==> src/rtl/bcd_adder_pkg.sv <==
// Shared types and constants for the BCD operand adder.
package bcd_adder_pkg;

  typedef enum logic [1:0] {
    WAIT_A = 2'd0,
    WAIT_B = 2'd1,
    ADD    = 2'd2,
    SHOW   = 2'd3
  } state_t;

  localparam int DIGIT_W         = 4;
  localparam int BCD_MAX         = 9;
  localparam int BCD_CORR_THRESH = 10;

endpackage

==> src/rtl/btn_conditioner.sv <==
// Load button conditioning: 2-flop synchroniser, optional debounce, rising-edge pulse.
// Debounce filter is built only when BCD_ADDER_DEBOUNCE_EN is defined.
module btn_conditioner #(
  parameter int DEBOUNCE_CYCLES = 16
) (
  input  logic clk,
  input  logic rst,
  input  logic btn_i,
  output logic pulse_o
);

  logic r_sync1;
  logic r_sync2;
  logic r_prev;
  logic w_level;

  always_ff @(posedge clk or posedge rst) begin
    if (rst) begin
      r_sync1 <= 1'b0;
      r_sync2 <= 1'b0;
    end else begin
      r_sync1 <= btn_i;
      r_sync2 <= r_sync1;
    end
  end

`ifdef BCD_ADDER_DEBOUNCE_EN
  localparam int CNT_W = $clog2(DEBOUNCE_CYCLES + 1);

  logic [CNT_W-1:0] r_cnt;
  logic             r_filt;

  // The filtered level flips on the cycle the disagreement count reaches DEBOUNCE_CYCLES.
  always_ff @(posedge clk or posedge rst) begin
    if (rst) begin
      r_cnt  <= '0;
      r_filt <= 1'b0;
    end else if (r_sync2 == r_filt) begin
      r_cnt <= '0;
    end else if (r_cnt == CNT_W'(DEBOUNCE_CYCLES - 1)) begin
      r_cnt  <= '0;
      r_filt <= r_sync2;
    end else begin
      r_cnt <= r_cnt + 1'b1;
    end
  end

  assign w_level = r_filt;
`else
  assign w_level = r_sync2;
`endif

  always_ff @(posedge clk or posedge rst) begin
    if (rst) begin
      r_prev <= 1'b0;
    end else begin
      r_prev <= w_level;
    end
  end

  assign pulse_o = w_level & ~r_prev;

endmodule

==> src/rtl/bcd_operand_adder.sv <==
// Two-operand BCD adder sequenced by a load button; presents a two-digit BCD sum.
// Optional button debounce: define BCD_ADDER_DEBOUNCE_EN.
module bcd_operand_adder
  import bcd_adder_pkg::*;
#(
  parameter int DEBOUNCE_CYCLES = 16
) (
  input  logic               clk,
  input  logic               rst,
  input  logic [DIGIT_W-1:0] digit_i,
  input  logic               load_btn,
  input  logic               clr,
  output logic [DIGIT_W-1:0] sum_tens,
  output logic [DIGIT_W-1:0] sum_units,
  output logic               sum_valid,
  output logic               err,
  output logic [1:0]         state_o
);

  state_t             r_state, w_state_nxt;
  logic [DIGIT_W-1:0] r_op_a, w_op_a_nxt;
  logic [DIGIT_W-1:0] r_op_b, w_op_b_nxt;
  logic [DIGIT_W-1:0] r_tens, w_tens_nxt;
  logic [DIGIT_W-1:0] r_units, w_units_nxt;
  logic               r_valid, w_valid_nxt;
  logic               r_err, w_err_nxt;
  logic               w_load_pulse;
  logic               w_digit_ok;
  logic [4:0]         w_sum;
  logic [4:0]         w_sum_corr;

  btn_conditioner #(
    .DEBOUNCE_CYCLES(DEBOUNCE_CYCLES)
  ) u_btn (
    .clk    (clk),
    .rst    (rst),
    .btn_i  (load_btn),
    .pulse_o(w_load_pulse)
  );

  assign w_digit_ok = (digit_i <= DIGIT_W'(BCD_MAX));
  assign w_sum      = {1'b0, r_op_a} + {1'b0, r_op_b};
  assign w_sum_corr = w_sum - 5'(BCD_CORR_THRESH);

  always_ff @(posedge clk or posedge rst) begin
    if (rst) begin
      r_state <= WAIT_A;
      r_op_a  <= '0;
      r_op_b  <= '0;
      r_tens  <= '0;
      r_units <= '0;
      r_valid <= 1'b0;
      r_err   <= 1'b0;
    end else begin
      r_state <= w_state_nxt;
      r_op_a  <= w_op_a_nxt;
      r_op_b  <= w_op_b_nxt;
      r_tens  <= w_tens_nxt;
      r_units <= w_units_nxt;
      r_valid <= w_valid_nxt;
      r_err   <= w_err_nxt;
    end
  end

  always_comb begin
    w_state_nxt = r_state;
    w_op_a_nxt  = r_op_a;
    w_op_b_nxt  = r_op_b;
    w_tens_nxt  = r_tens;
    w_units_nxt = r_units;
    w_valid_nxt = r_valid;
    w_err_nxt   = r_err;
    if (clr) begin
      // A load in the same cycle as clr is dropped, not deferred.
      w_state_nxt = WAIT_A;
      w_op_a_nxt  = '0;
      w_op_b_nxt  = '0;
      w_tens_nxt  = '0;
      w_units_nxt = '0;
      w_valid_nxt = 1'b0;
      w_err_nxt   = 1'b0;
    end else begin
      case (r_state)
        WAIT_A, SHOW: begin
          if (w_load_pulse) begin
            w_valid_nxt = 1'b0;
            w_tens_nxt  = '0;
            w_units_nxt = '0;
            if (w_digit_ok) begin
              w_op_a_nxt  = digit_i;
              w_err_nxt   = 1'b0;
              w_state_nxt = WAIT_B;
            end else begin
              w_err_nxt   = 1'b1;
              w_state_nxt = WAIT_A;
            end
          end
        end
        WAIT_B: begin
          if (w_load_pulse) begin
            if (w_digit_ok) begin
              w_op_b_nxt  = digit_i;
              w_err_nxt   = 1'b0;
              w_state_nxt = ADD;
            end else begin
              w_err_nxt = 1'b1;
            end
          end
        end
        ADD: begin
          if (w_sum >= 5'(BCD_CORR_THRESH)) begin
            w_tens_nxt  = DIGIT_W'(1);
            w_units_nxt = w_sum_corr[DIGIT_W-1:0];
          end else begin
            w_tens_nxt  = '0;
            w_units_nxt = w_sum[DIGIT_W-1:0];
          end
          w_valid_nxt = 1'b1;
          w_state_nxt = SHOW;
        end
        default: w_state_nxt = WAIT_A;
      endcase
    end
  end

  assign sum_tens  = r_tens;
  assign sum_units = r_units;
  assign sum_valid = r_valid;
  assign err       = r_err;
  assign state_o   = r_state;

endmodule

==> config.mk <==
export PLATFORM = sky130hd
export DESIGN_NAME = bcd_operand_adder
export DESIGN_NICKNAME = d
export VERILOG_FILES = /design/src/rtl/bcd_adder_pkg.sv /design/src/rtl/btn_conditioner.sv /design/src/rtl/bcd_operand_adder.sv
export SDC_FILE = /design/constraint.sdc
export NUM_CORES = 1
export LEC_CHECK = 0
export BUFFER_PORTS_ARGS = -buffer_cell sky130_fd_sc_hd__buf_2
export CAP_MARGIN = 20
export CORE_MARGIN = 4
export CORE_UTILIZATION = 58
export CTS_CLUSTER_DIAMETER = 120
export DETAILED_ROUTE_END_ITERATION = 12
export GPL_TIMING_DRIVEN = 1
export PLACE_DENSITY = 0.82
export SYNTH_ARGS = -nofsm -noshare
export SYNTH_HDL_FRONTEND = slang
export SYNTH_SLANG_ARGS = --single-unit
==> constraint.sdc <==
create_clock -name clk -period 6.1 [get_ports clk]
set_input_delay 0.305 -clock clk [delete_from_list [all_inputs] [get_ports clk]]
set_output_delay 0.305 -clock clk [all_outputs]
set_load 0.02 [all_outputs]
==> results of run 1 <==
[layout by cell type (no fill, tap or decap), types with 3 or more instances in the layout]
cell type / instances
sky130_fd_sc_hd__a21oi_1: 13
sky130_fd_sc_hd__a22o_1: 3
sky130_fd_sc_hd__buf_2: 16
sky130_fd_sc_hd__clkbuf_4: 3
sky130_fd_sc_hd__conb_1: 3
sky130_fd_sc_hd__dfrtp_1: 20
sky130_fd_sc_hd__ha_1: 8
sky130_fd_sc_hd__inv_1: 8
sky130_fd_sc_hd__mux2i_1: 7
sky130_fd_sc_hd__nand2_1: 14
sky130_fd_sc_hd__nand2b_1: 3
sky130_fd_sc_hd__nand3_1: 5
sky130_fd_sc_hd__nor2_1: 9
sky130_fd_sc_hd__o21ai_0: 4
[sequential cells by signal (all words and copies together) (netlist names), 2 cells and up]
signal / count
r_op_b: 4
state_o: 2
r_op_a: 4
sum_units: 4
[layout make-up]
| cell class | instances | area share [%] |
|---|---|---|
| inverter | 8 | 2.42 |
| multi-input combinational | 83 | 45.3 |
| tap | 25 | 2.52 |
| clock buffer | 4 | 2.93 |
| sequential | 20 | 40.4 |
| timing repair buffer | 16 | 6.46 |
[power breakdown]
group / switching [W] / total (W) / internal [W]
clock network: 0.0000404 / 0.0000768 / 0.0000364
logic: 0.0000623 / 0.0000989 / 0.0000367
registers: 0.00000813 / 0.000150 / 0.000142
[routing by layer]
| metal | track usage [%] | up-vias |
|---|---|---|
| met3 | 3.15 | 6 |
| met5 | 0 | - |
| met1 | 22.2 | 397 |
| met2 | 30.8 | 23 |
| met4 | 8.30 | 0 |
| li1 | - | 426 |
[path summary, 6_finish.rpt]
path / startpoint / endpoint / slack, ps / cells past startpoint
min reg2reg: u_btn.r_sync1 / u_btn.r_sync2 / 360 / 0
min in group clk: load_btn / u_btn.r_sync1 / 120 / 1
max in group asynchronous: rst / r_op_a[1] / 5530 / 2
max: r_op_a[0] / sum_units[2] / 3780 / 9
min: rst / sum_units[1] / 110 / 2
max reg2reg: r_op_a[0] / sum_units[2] / 3780 / 9
[critical path, stage by stage (launching register included)]
cell,delay [ps]
sky130_fd_sc_hd__dfrtp_1,410
sky130_fd_sc_hd__ha_1,230
sky130_fd_sc_hd__fa_1,410
sky130_fd_sc_hd__xor2_1,230
sky130_fd_sc_hd__inv_1,90
sky130_fd_sc_hd__ha_1,270
sky130_fd_sc_hd__o221ai_2,110
sky130_fd_sc_hd__a31oi_4,140
sky130_fd_sc_hd__mux2i_1,140
sky130_fd_sc_hd__a22o_1,190
[cells by family (layout without fill, tap and decap cells)]
logic type,after synthesis,after routing,share of synthesized area [%]
adder cells (fa/ha/maj),9,9,10.8
AO/OA/AOI/OAI,27,27,16.6
XOR/XNOR,2,2,1.57
flip-flops,20,20,44.9
AND/OR/NAND/NOR,35,35,14.1
other,1,3,0.336
multiplexers,7,7,6.29
buffers and inverters,13,28,5.39
[through the flow]
stage | power [W] | utilization [%] | setup WS, ps | hold WS (ps)
floorplan | 0.000228 | - | 3970 | 269
global placement | 0.000248 | 67.5 | 3910 | 334
detailed placement | 0.000252 | 67.5 | 3800 | 337
CTS | 0.000329 | 69.5 | 3790 | 105
global route | 0.000348 | 69.5 | 3600 | 95.7
finish | 0.000326 | 69.5 | 3780 | 113
==> run summary, run 1 <==
After detailed placement, the total cell area comes to 0.00120 mm2. STA classifies the critical path endpoint as a flop. The fraction of final layout cells sized beyond drive strength 1 is 17.6%. At the end of routability-driven placement, the weighted congestion stood at 0.794.

Buffers added to address setup during post-CTS repair amount to 0. The share of the Yosys chip area taken by registers is 44.9%. The dominant cell by count in the synthesized netlist was sky130_fd_sc_hd__dfrtp_1. The wire-length estimate of the detail-placed layout is 1590 um. The netlist area before placement was 0.00111 mm2.

After floorplanning, the core was divided into 15 placement rows. In this run the deepest clock path goes through 2 buffers. The via count of the first global-routing pass is 846.

The detailed-route via count is 852, and the area of the die is 0.00269 mm2. In the routed layout, each cell is associated on average with a via count of 5.46. Global routing finished with a remaining overflow of 0. Global routing consumed, over all layers together, 18.1% of the routing resources.

Synthesis instantiated 28 different standard cells from the library. The number of instances in the placed design was 152; the slew at the pin closest to its max-slew limit was 737 ps. The first routing iteration left 22 violations. On the final layout, the worst clock skew is 2.65 ps.

The logs give 20 for the number of ports placed on the die boundary and 300 ps for the clock insertion delay at the later pin of the skew report. Dividing the synthesized area by the synthesized cell count gives 9.78 um2. The path class of the tightest hold or removal check is input pin to asynchronous set/reset pin.

For the pin count of the biggest net entering global routing, the log shows 21. Remaining antenna violation count after routing: 0. The routed length on met2 is 956 um, and the quantity of gates resized following cts is 0.

From left edge to right edge, the die measures 51.8 um. Port buffering added 16 buffers. Data on the critical path arrives at its endpoint at 2520 ps. After synthesis, the most frequently instantiated cells are sky130_fd_sc_hd__dfrtp_1 (20), sky130_fd_sc_hd__nand2_1 (14), sky130_fd_sc_hd__a21oi_1 (13). Of all flip-flops after synthesis, the portion carrying an async set or reset was 100%. The clock transition at the register clock pins on the worst setup and hold paths after CTS came out at 110 ps.

The library cell occupying the most area in the post-synthesis netlist is sky130_fd_sc_hd__dfrtp_1. The combined flip-flop and latch cell area was 500 um2. At the end of the flow, the number of nets in the layout was 149.

The setup total negative slack was 0 ps; the top-area cell type share of the netlist area was 44.9%. Headroom to the max-slew limit came out at 50.8%. The power density normalized to cell area was 263 mW/mm2; the final cell count without fillers was 156. In this run, CTS created clock tree buffers numbering 3.

The signed area change from the synthesized netlist to the final layout is 11.2%, and the final hold violation count is 0. Synthesis handed over a netlist of 114 instances. Setup repair after global routing left no endpoint under its margin.

The worst setup path is launched from a flop. After detailed routing, the wire length on met1 is 974 um. The tool flagged a number of max-cap violations equal to 0. TritonCTS built the clock tree. The tools report the worst ir drop on vdd as 223 uV. For this design the static power due to leakage is 0.674 nW.

Ranked by total cell area, the synthesized netlist is headed by sky130_fd_sc_hd__dfrtp_1 (45%), sky130_fd_sc_hd__ha_1 (9.0%), sky130_fd_sc_hd__mux2i_1 (6.3%). Uppermost layer routed: met4. The post-detailed-route DRC marker count was 0; the area used by multi-input combinational logic was 562 um2. For the worst setup path, the data required time is 6300 ps. The final layout contains routed wiring with a total length of 2050 um.

In this run the worst path has a maximum fanout of 5. After synthesis the netlist holds a flip-flop and latch count of 20. Setup violations remaining at the end of the flow were counted as 0. The number of warning messages in the yosys log was 0; the routed length per instance was 13.1 um. In the synthesized netlist the dominant register cell turns out to be sky130_fd_sc_hd__dfrtp_1. Once layout is done, the placed cells without fillers occupy 0.00124 mm2. The initial utilization of the core area, before any placement, comes to 62.5%. The flow ran to the end, and the final reports show no timing, DRC or antenna violations. The met3 wire length came out at 88 um. The setup path with the least slack is of type flop to flop. The clock tree root driver cell was sky130_fd_sc_hd__clkbuf_4. The initial antenna violation count was 0. The first detailed-routing pass ran for 4 iterations.

Counting flops with a built-in enable in the synthesized netlist gives 0. The number of antenna repair diodes is 0, and the first-pass GRT wire length is 3620 um. The final max-slew violation count was 0. The overall die height works out to 51.8 um. The run gives 431 MHz as the maximum clock frequency. Hold repair after CTS inserted 0 buffers. The shortest clock period the worst path allows after layout was 2320 ps; the filler cell count was 143.

The tools report the number of levels in the clock H-tree as 1. The tools report the number of clock sinks as 20. In the finished design, the share of the clock period the worst path needs comes to 38.1%. The placeable core area is 0.00178 mm2.
Note: power is estimated with default switching activity, not from simulation.
==> run 2, diff against run 1 <==
--- a/config.mk
+++ b/config.mk
@@ -8,11 +8,11 @@
 export BUFFER_PORTS_ARGS = -buffer_cell sky130_fd_sc_hd__buf_2
 export CAP_MARGIN = 20
 export CORE_MARGIN = 4
-export CORE_UTILIZATION = 58
+export CORE_UTILIZATION = 48
 export CTS_CLUSTER_DIAMETER = 120
 export DETAILED_ROUTE_END_ITERATION = 12
 export GPL_TIMING_DRIVEN = 1
-export PLACE_DENSITY = 0.82
+export PLACE_DENSITY = 0.73
 export SYNTH_ARGS = -nofsm -noshare
 export SYNTH_HDL_FRONTEND = slang
 export SYNTH_SLANG_ARGS = --single-unit
==> constraint.sdc (replaced) <==
create_clock -name clk -period 2.1 [get_ports clk]
set_input_delay 0.105 -clock clk [delete_from_list [all_inputs] [get_ports clk]]
set_output_delay 0.105 -clock clk [all_outputs]
set_load 0.02 [all_outputs]
==> run 2 against run 1 <==
Effect of this change:
- the flow now finishes with violations (setup timing)
- cell count rose by 10%
- design area rose by 11%
- register-to-register slack got worse by 3800 ps
- first-iteration DRC count fell by 59%
- utilization fell by 7.6 points
- critical endpoint unchanged
- clock-buffer cell count did not move
- highest routed layer unchanged
- via count rose by 6.6%
==> run summary, run 2 (synthesized netlist as in run 1, its figures left out) <==
The logs give 7.37 ps (was 2.65 ps) for the worst-case clock skew and 587 um2 (was 562 um2) for the area used by multi-input combinational logic. The largest fanout of any net on the critical path was 4 (was 5). For the combined flip-flop and latch cell area, the log shows 500 um2 (unchanged). The run gives 872 (was 846) as the via count of the first global-routing pass. The run finished, with violations left. The core occupancy in the finished layout came out at 62.0% (was 69.5%). The number of max-cap violations was 0 (unchanged); the post-detailed-placement half-perimeter wirelength was 1690 um (was 1590 um). The logs give 17 (was 15) for the floorplan row count and 476 MHz (was 431 MHz) for the maximum clock frequency. The tools report the total power after layout as 0.000996 W (was 0.000326 W).

The tools report the total of endpoints with negative setup slack in the final report as 1 (was 0). The power density normalized to cell area is 726 mW/mm2 (was 263 mW/mm2), and the initial cell density of the core is 50.4% (was 62.5%). The logs give -0.469 ps (was 3780 ps) for the post-layout worst setup margin and 49.0% (was 50.8%) for the max-slew headroom at the worst pin. For the critical path data required time, the log shows 2340 ps (was 6300 ps). The overall die height works out to 56.2 um (was 51.8 um). The final reports fail on setup timing. The remaining antenna violation count after routing was 0 (unchanged); the final cell count without fillers was 172 (was 156). The horizontal die dimension works out to 56.2 um (was 51.8 um). The most common library cell in the layout ignoring fill and taps was sky130_fd_sc_hd__dfrtp_1 (unchanged). The summed area of non-filler cells in the final layout is 0.00137 mm2 (was 0.00124 mm2), and the weighted congestion at the end of routability-driven global placement is 0.809 (was 0.794).

Leakage power total: 0.733 nW (was 0.674 nW). The tools report the kind of capture point of the worst setup path as a flop (unchanged). The slew at the pin closest to its max-slew limit was 764 ps (was 737 ps); the per-cell via count in the routed design was 5.28 (was 5.46). The clock transition at the register clock pins on the worst setup and hold paths after CTS is 110 ps (about the same), and the final hold slack is 52.7 ps (was 113 ps). The count of input and output buffers came out at 16 (unchanged).

The signed area change from the synthesized netlist to the final layout works out to 23.0% (was 11.2%). The tools report the number of instances in the placed design as 161 (was 152). The area of the die is 0.00316 mm2 (was 0.00269 mm2), and the maximum buffer depth of the clock tree is 2 (unchanged). The pin count of the biggest net entering global routing came out at 21 (unchanged).

The run gives 0 (unchanged) as the initial antenna violation count. The logs give 0 (unchanged) for the number of antenna repair diodes and 0 (unchanged) for the post-detailed-route DRC marker count. The first-pass GRT wire length was 3900 um (was 3620 um); the number of ports placed on the die boundary was 20 (unchanged).

The fraction of final layout cells sized beyond drive strength 1 is 27.8% (was 17.6%). Clock tree root driver cell: sky130_fd_sc_hd__clkbuf_4 (unchanged). The placeable core area was 0.00221 mm2 (was 0.00178 mm2); the clock insertion delay at the later pin of the skew report was 300 ps (about the same).

For the number of clock sinks, the log shows 20 (unchanged). The detailed-route via count came out at 908 (was 852). The number of detailed-routing iterations run before antenna repair came out at 4 (unchanged).

The tools report the worst ir drop on vdd as 550 uV (was 223 uV). Final layout net count: 162 (was 149). Setup repair after global routing could not meet its margin everywhere. The shortest clock period the worst path allows after layout was 2100 ps (was 2320 ps). The number of levels in the clock H-tree was 1 (unchanged). The final hold violation count was 0 (unchanged); the total congestion overflow after global routing was 0 (unchanged). The filler cell count is 191 (was 143). Aggregate global-route resource usage: 15.5% (was 18.1%).

The type of element launching the critical path is a flop (unchanged). The routed length per instance is 13.0 um (was 13.1 um). Most frequent cells in the layout: sky130_fd_sc_hd__dfrtp_1 (20), sky130_fd_sc_hd__buf_2 (16), sky130_fd_sc_hd__nand2_1 (14), sky130_fd_sc_hd__a21oi_1 (13), sky130_fd_sc_hd__buf_4 (11) (was sky130_fd_sc_hd__dfrtp_1 (20), sky130_fd_sc_hd__buf_2 (16), sky130_fd_sc_hd__nand2_1 (14), sky130_fd_sc_hd__a21oi_1 (13), sky130_fd_sc_hd__nor2_1 (9)).

The tools report the total CTS buffers as 3 (unchanged). Final max-slew violation count: 0 (unchanged). The run gives 0.00125 mm2 (was 0.00120 mm2) as the placed cell area. The path type of the worst min-delay path was input pin to flop (was input pin to asynchronous set/reset pin). The category of the critical setup timing path was flop to flop (unchanged). The final clock period utilization by the worst path works out to 100% (was 38.1%). TritonCTS built the clock tree. The violation count after the first detailed-routing iteration is 9 (was 22), and the critical path data arrival time is 2340 ps (was 2520 ps). The sum of routed wire length over all layers was 2240 um (was 2050 um).
## run 2: repair_timing
| action | 4_1_cts | 5_1_grt |
|---|---|---|
| hold endpoints to repair | 21 | 0 |
| hold buffers | 2 | 0 |
| endpoints found under the setup margin | 3 | 3 |
| resized for setup | 3 | 3 |
| pin swaps | 2 | 4 |
| buffers inserted | 3 | 2 |
## run 2: per-layer routing
layer	GRT usage, %	wire length (um)	up-vias
met5	0	0	-
met4	3.05	8	0
met3	4.41	146	4
met2	27.5	1130	29
met1	18.6	949	429
li1	-	-	446
## run 2: report_power, final
| part | leakage [nW] | total [W] | internal (W) | switching, W |
|---|---|---|---|---|
| sequential | 0.270 | 0.000438 | 0.000413 | 0.0000246 |
| combinational | 0.442 | 0.000338 | 0.000143 | 0.000196 |
| clock | 0.0210 | 0.000220 | 0.000106 | 0.000114 |
| total | 0.733 | 0.000996 | 0.000661 | 0.000335 |
## run 2: layout make-up
cell class	count	area share, %
Multi-Input combinational cell	83	42.8
Sequential cell	20	36.5
Timing Repair Buffer	29	13.3
Clock buffer	4	2.65
Tap cell	28	2.55
Inverter	8	2.19
## run 2: critical path: stages, from the launching register on
cell and delay (ps):
sky130_fd_sc_hd__dfrtp_1 400, sky130_fd_sc_hd__ha_2 200, sky130_fd_sc_hd__fa_2 370, sky130_fd_sc_hd__xor2_2 170, sky130_fd_sc_hd__inv_2 90, sky130_fd_sc_hd__ha_4 160, sky130_fd_sc_hd__o221ai_2 110, sky130_fd_sc_hd__a31oi_4 190
sky130_fd_sc_hd__mux2i_1 210, sky130_fd_sc_hd__a22o_1 130
## run 2: per-stage QoR
stage,setup TNS (ps),worst slack (ps)
2_1_floorplan,0,4.78
3_3_place_gp,-21.5,-21.5
3_5_place_dp,-168,-110
4_1_cts,-48.1,-34.4
5_1_grt,-158,-88.3
6_report,-0.469,-0.469
## run 2: path summary, 6_finish.rpt
| kind | endpoint | slack (ps) | from | cells after the start |
|---|---|---|---|---|
| max reg2reg | sum_units[2] | -0.5 | r_op_a[0] | 9 |
| max in group asynchronous | sum_valid | 1150 | rst | 3 |
| min in group asynchronous | r_op_a[0] | 470 | rst | 3 |
| min reg2reg | u_btn.r_sync2 | 360 | u_btn.r_sync1 | 0 |
| max | sum_units[2] | -0.5 | r_op_a[0] | 9 |
| min | r_op_a[0] | 50 | digit_i[0] | 3 |
==> run 3, diff against run 2 <==
--- a/config.mk
+++ b/config.mk
@@ -5,7 +5,7 @@
 export SDC_FILE = /design/constraint.sdc
 export NUM_CORES = 1
 export LEC_CHECK = 0
-export BUFFER_PORTS_ARGS = -buffer_cell sky130_fd_sc_hd__buf_2
+export BUFFER_PORTS_ARGS = -buffer_cell sky130_fd_sc_hd__buf_4
 export CAP_MARGIN = 20
 export CORE_MARGIN = 4
 export CORE_UTILIZATION = 48
==> run 3 against run 2 <==
Effect of this change:
- the run now ends clean
- global-route usage fell by 0.84 points
- clock power rose by 2%
- critical endpoint unchanged
- design area rose by 0.18%
- sequential cell count did not move
- sequential share of layout area fell by 0.066 points
- largest power group unchanged
- cell count fell by 2.3%
- largest cell class unchanged
==> run summary, run 3 (synthesized netlist as in run 1, its figures left out) <==
The run gives 0 (unchanged) as the remaining antenna violation count after routing. The final clock period utilization by the worst path was 98.3% (was 100%). The number of ports placed on the die boundary came out at 20 (unchanged). For the worst-case clock skew, the log shows 1.14 ps (was 7.37 ps). The fraction of final layout cells sized beyond drive strength 1 was 23.6% (was 27.8%). The type of element launching the critical path was a flop (unchanged). The run gives 1650 um (was 1690 um) as the post-detailed-placement half-perimeter wirelength. The tools report the post-detailed-route DRC marker count as 0 (unchanged).

The tools report the total congestion overflow after global routing as 0 (unchanged). Critical-path cell with the highest stage delay: sky130_fd_sc_hd__dfrtp_1 (unchanged). The slew at the pin closest to its max-slew limit is 749 ps (was 764 ps), and the overall die height is 56.2 um (unchanged).

The clock transition at the register clock pins on the worst setup and hold paths after CTS came out at 110 ps (about the same). The tools report the max-slew headroom at the worst pin as 50.0% (was 49.0%). The run gives 0.785 (was 0.809) as the weighted congestion at the end of routability-driven global placement. The critical path data required time came out at 2350 ps (was 2340 ps). The path type of the worst min-delay path is input pin to flop (unchanged). Final cell count without fillers: 168 (was 172). TritonCTS built the clock tree. The kind of cell adding the most delay to the critical path was adder cells (unchanged). The total CTS buffers came out at 3 (unchanged). The run gives 49.7 ps (was 52.7 ps) as the final hold slack. Setup repair after global routing could not meet its margin everywhere. The clock tree root driver cell is sky130_fd_sc_hd__clkbuf_4 (unchanged). The signed area change from the synthesized netlist to the final layout was 23.2% (was 23.0%); the number of levels in the clock H-tree was 1 (unchanged). Placeable core area: 0.00221 mm2 (unchanged). Maximum clock frequency: 484 MHz (was 476 MHz). The first-pass GRT wire length came out at 3730 um (was 3900 um). The number of antenna repair diodes is 0 (unchanged), and the horizontal die dimension is 56.2 um (unchanged). The initial cell density of the core is 50.4% (unchanged), and the power density normalized to cell area is 727 mW/mm2 (was 726 mW/mm2).

The run gives 158 (was 162) as the final layout net count. The routed length per instance is 12.7 um (was 13.0 um), and the number of max-cap violations is 0 (unchanged). The per-cell via count in the routed design came out at 5.17 (was 5.28). The tools report the final hold violation count as 0 (unchanged). List of cells traversed by the critical path: ha_2, fa_2, xor2_1, inv_1, ha_4, o221ai_2, a31oi_4, mux2i_1, a22o_1 (was ha_2, fa_2, xor2_2, inv_2, ha_4, o221ai_2, a31oi_4, mux2i_1, a22o_1). The aggregate global-route resource usage is 14.7% (was 15.5%), and the setup total negative slack is 0 ps (was -0.469 ps). The number of detailed-routing iterations run before antenna repair is 4 (unchanged), and the initial antenna violation count is 0 (unchanged). The via count of the first global-routing pass came out at 842 (was 872). The run gives 17 (unchanged) as the floorplan row count.

The total of endpoints with negative setup slack in the final report came out at 0 (was 1). The biggest cell delay along the critical path is 400 ps (about the same), and the number of instances in the placed design is 160 (was 161). Critical path data arrival time: 2310 ps (was 2340 ps). The most common library cell in the layout ignoring fill and taps was sky130_fd_sc_hd__buf_4 (was sky130_fd_sc_hd__dfrtp_1).

The area of the die was 0.00316 mm2 (unchanged); the pin count of the biggest net entering global routing was 21 (unchanged). The run finished with clean final reports. Category of the critical setup timing path: flop to flop (unchanged).

The kind of capture point of the worst setup path was a flop (unchanged). The leakage power total is 0.719 nW (was 0.733 nW). The number of buffer and inverter instances along the worst setup path works out to 1 (unchanged). Most frequent cells in the layout: sky130_fd_sc_hd__buf_4 (23), sky130_fd_sc_hd__dfrtp_1 (20), sky130_fd_sc_hd__nand2_1 (14), sky130_fd_sc_hd__a21oi_1 (13), sky130_fd_sc_hd__nor2_1 (9) (was sky130_fd_sc_hd__dfrtp_1 (20), sky130_fd_sc_hd__buf_2 (16), sky130_fd_sc_hd__nand2_1 (14), sky130_fd_sc_hd__a21oi_1 (13), sky130_fd_sc_hd__buf_4 (11)). The clock insertion delay at the later pin of the skew report came out at 300 ps (about the same). The sum of routed wire length over all layers is 2130 um (was 2240 um). For the core occupancy in the finished layout, the log shows 62.1% (was 62.0%).

The logs give 869 (was 908) for the detailed-route via count and 8 (was 9) for the violation count after the first detailed-routing iteration. The shortest clock period the worst path allows after layout works out to 2060 ps (was 2100 ps). Largest fanout of any net on the critical path: 5 (was 4). Maximum buffer depth of the clock tree: 2 (unchanged).

The count of input and output buffers was 16 (unchanged). The tools report the worst ir drop on vdd as 520 uV (was 550 uV). For the number of clock sinks, the log shows 20 (unchanged). Final max-slew violation count: 0 (unchanged).
-- run 3: power breakdown --
group          internal [W]  leakage [nW]  total (W)  switching [W]
sequential         0.000413         0.270   0.000436      0.0000229
combinational      0.000145         0.428   0.000338       0.000193
clock              0.000106        0.0210   0.000225       0.000119
total              0.000664         0.719   0.000999       0.000335
-- run 3: routing by layer --
metal	vias to the layer above	routed length, um	track usage, %	part of all wire (%)
met1	403	956	19.6	45
met4	0	14	5.08	0.66
li1	444	-	-	-
met5	-	0	0	0
met3	2	103	2.32	4.8
met2	20	1060	24.0	50
-- run 3: layout make-up --
class / count / area [um2]
Multi-Input combinational cell: 83 / 579
Inverter: 8 / 30.0
Timing Repair Buffer: 25 / 193
Sequential cell: 20 / 500
Clock buffer: 4 / 36.3
Tap cell: 28 / 35.0
Fill cell: 195 / 838
-- run 3: path summary, 6_finish.rpt --
path | startpoint | to | slack [ps] | depth (start not counted)
max | r_op_a[0] | sum_units[2] | 40 | 9
min | clr | r_op_b[3] | 50 | 2
max reg2reg | r_op_a[0] | sum_units[2] | 40 | 9
min reg2reg | u_btn.r_sync1 | u_btn.r_sync2 | 370 | 0
max in group asynchronous | rst | r_op_b[0] | 1150 | 3
min in group asynchronous | rst | u_btn.r_sync2 | 480 | 3
-- run 3: repair_timing --
item | 4_1_cts | 5_1_grt
pin swaps | 2 | 1
buffers inserted | 1 | 1
hold endpoints to repair | 21 | 0
endpoints found under the setup margin | 3 | 3
resized for setup | 3 | 0
hold buffers | 2 | 0
-- run 3: per-stage QoR --
stage	total power (W)	worst slack, ps	instance area (um2)
global placement	0.000760	-28.3	1290
finish	0.000999	35.4	1370
global route	0.00108	-88.9	1370
floorplan	0.000663	4.78	1120
CTS	0.00100	-7.86	1370
detailed placement	0.000765	-86.9	1290
-- run 3: worst register-to-register path: stages, from the launching register on --
cell and delay, ps:
sky130_fd_sc_hd__dfrtp_1 400, sky130_fd_sc_hd__ha_2 200, sky130_fd_sc_hd__fa_2 340, sky130_fd_sc_hd__xor2_1 160
sky130_fd_sc_hd__inv_1 120, sky130_fd_sc_hd__ha_4 170, sky130_fd_sc_hd__o221ai_2 110, sky130_fd_sc_hd__a31oi_4 180
sky130_fd_sc_hd__mux2i_1 200, sky130_fd_sc_hd__a22o_1 130
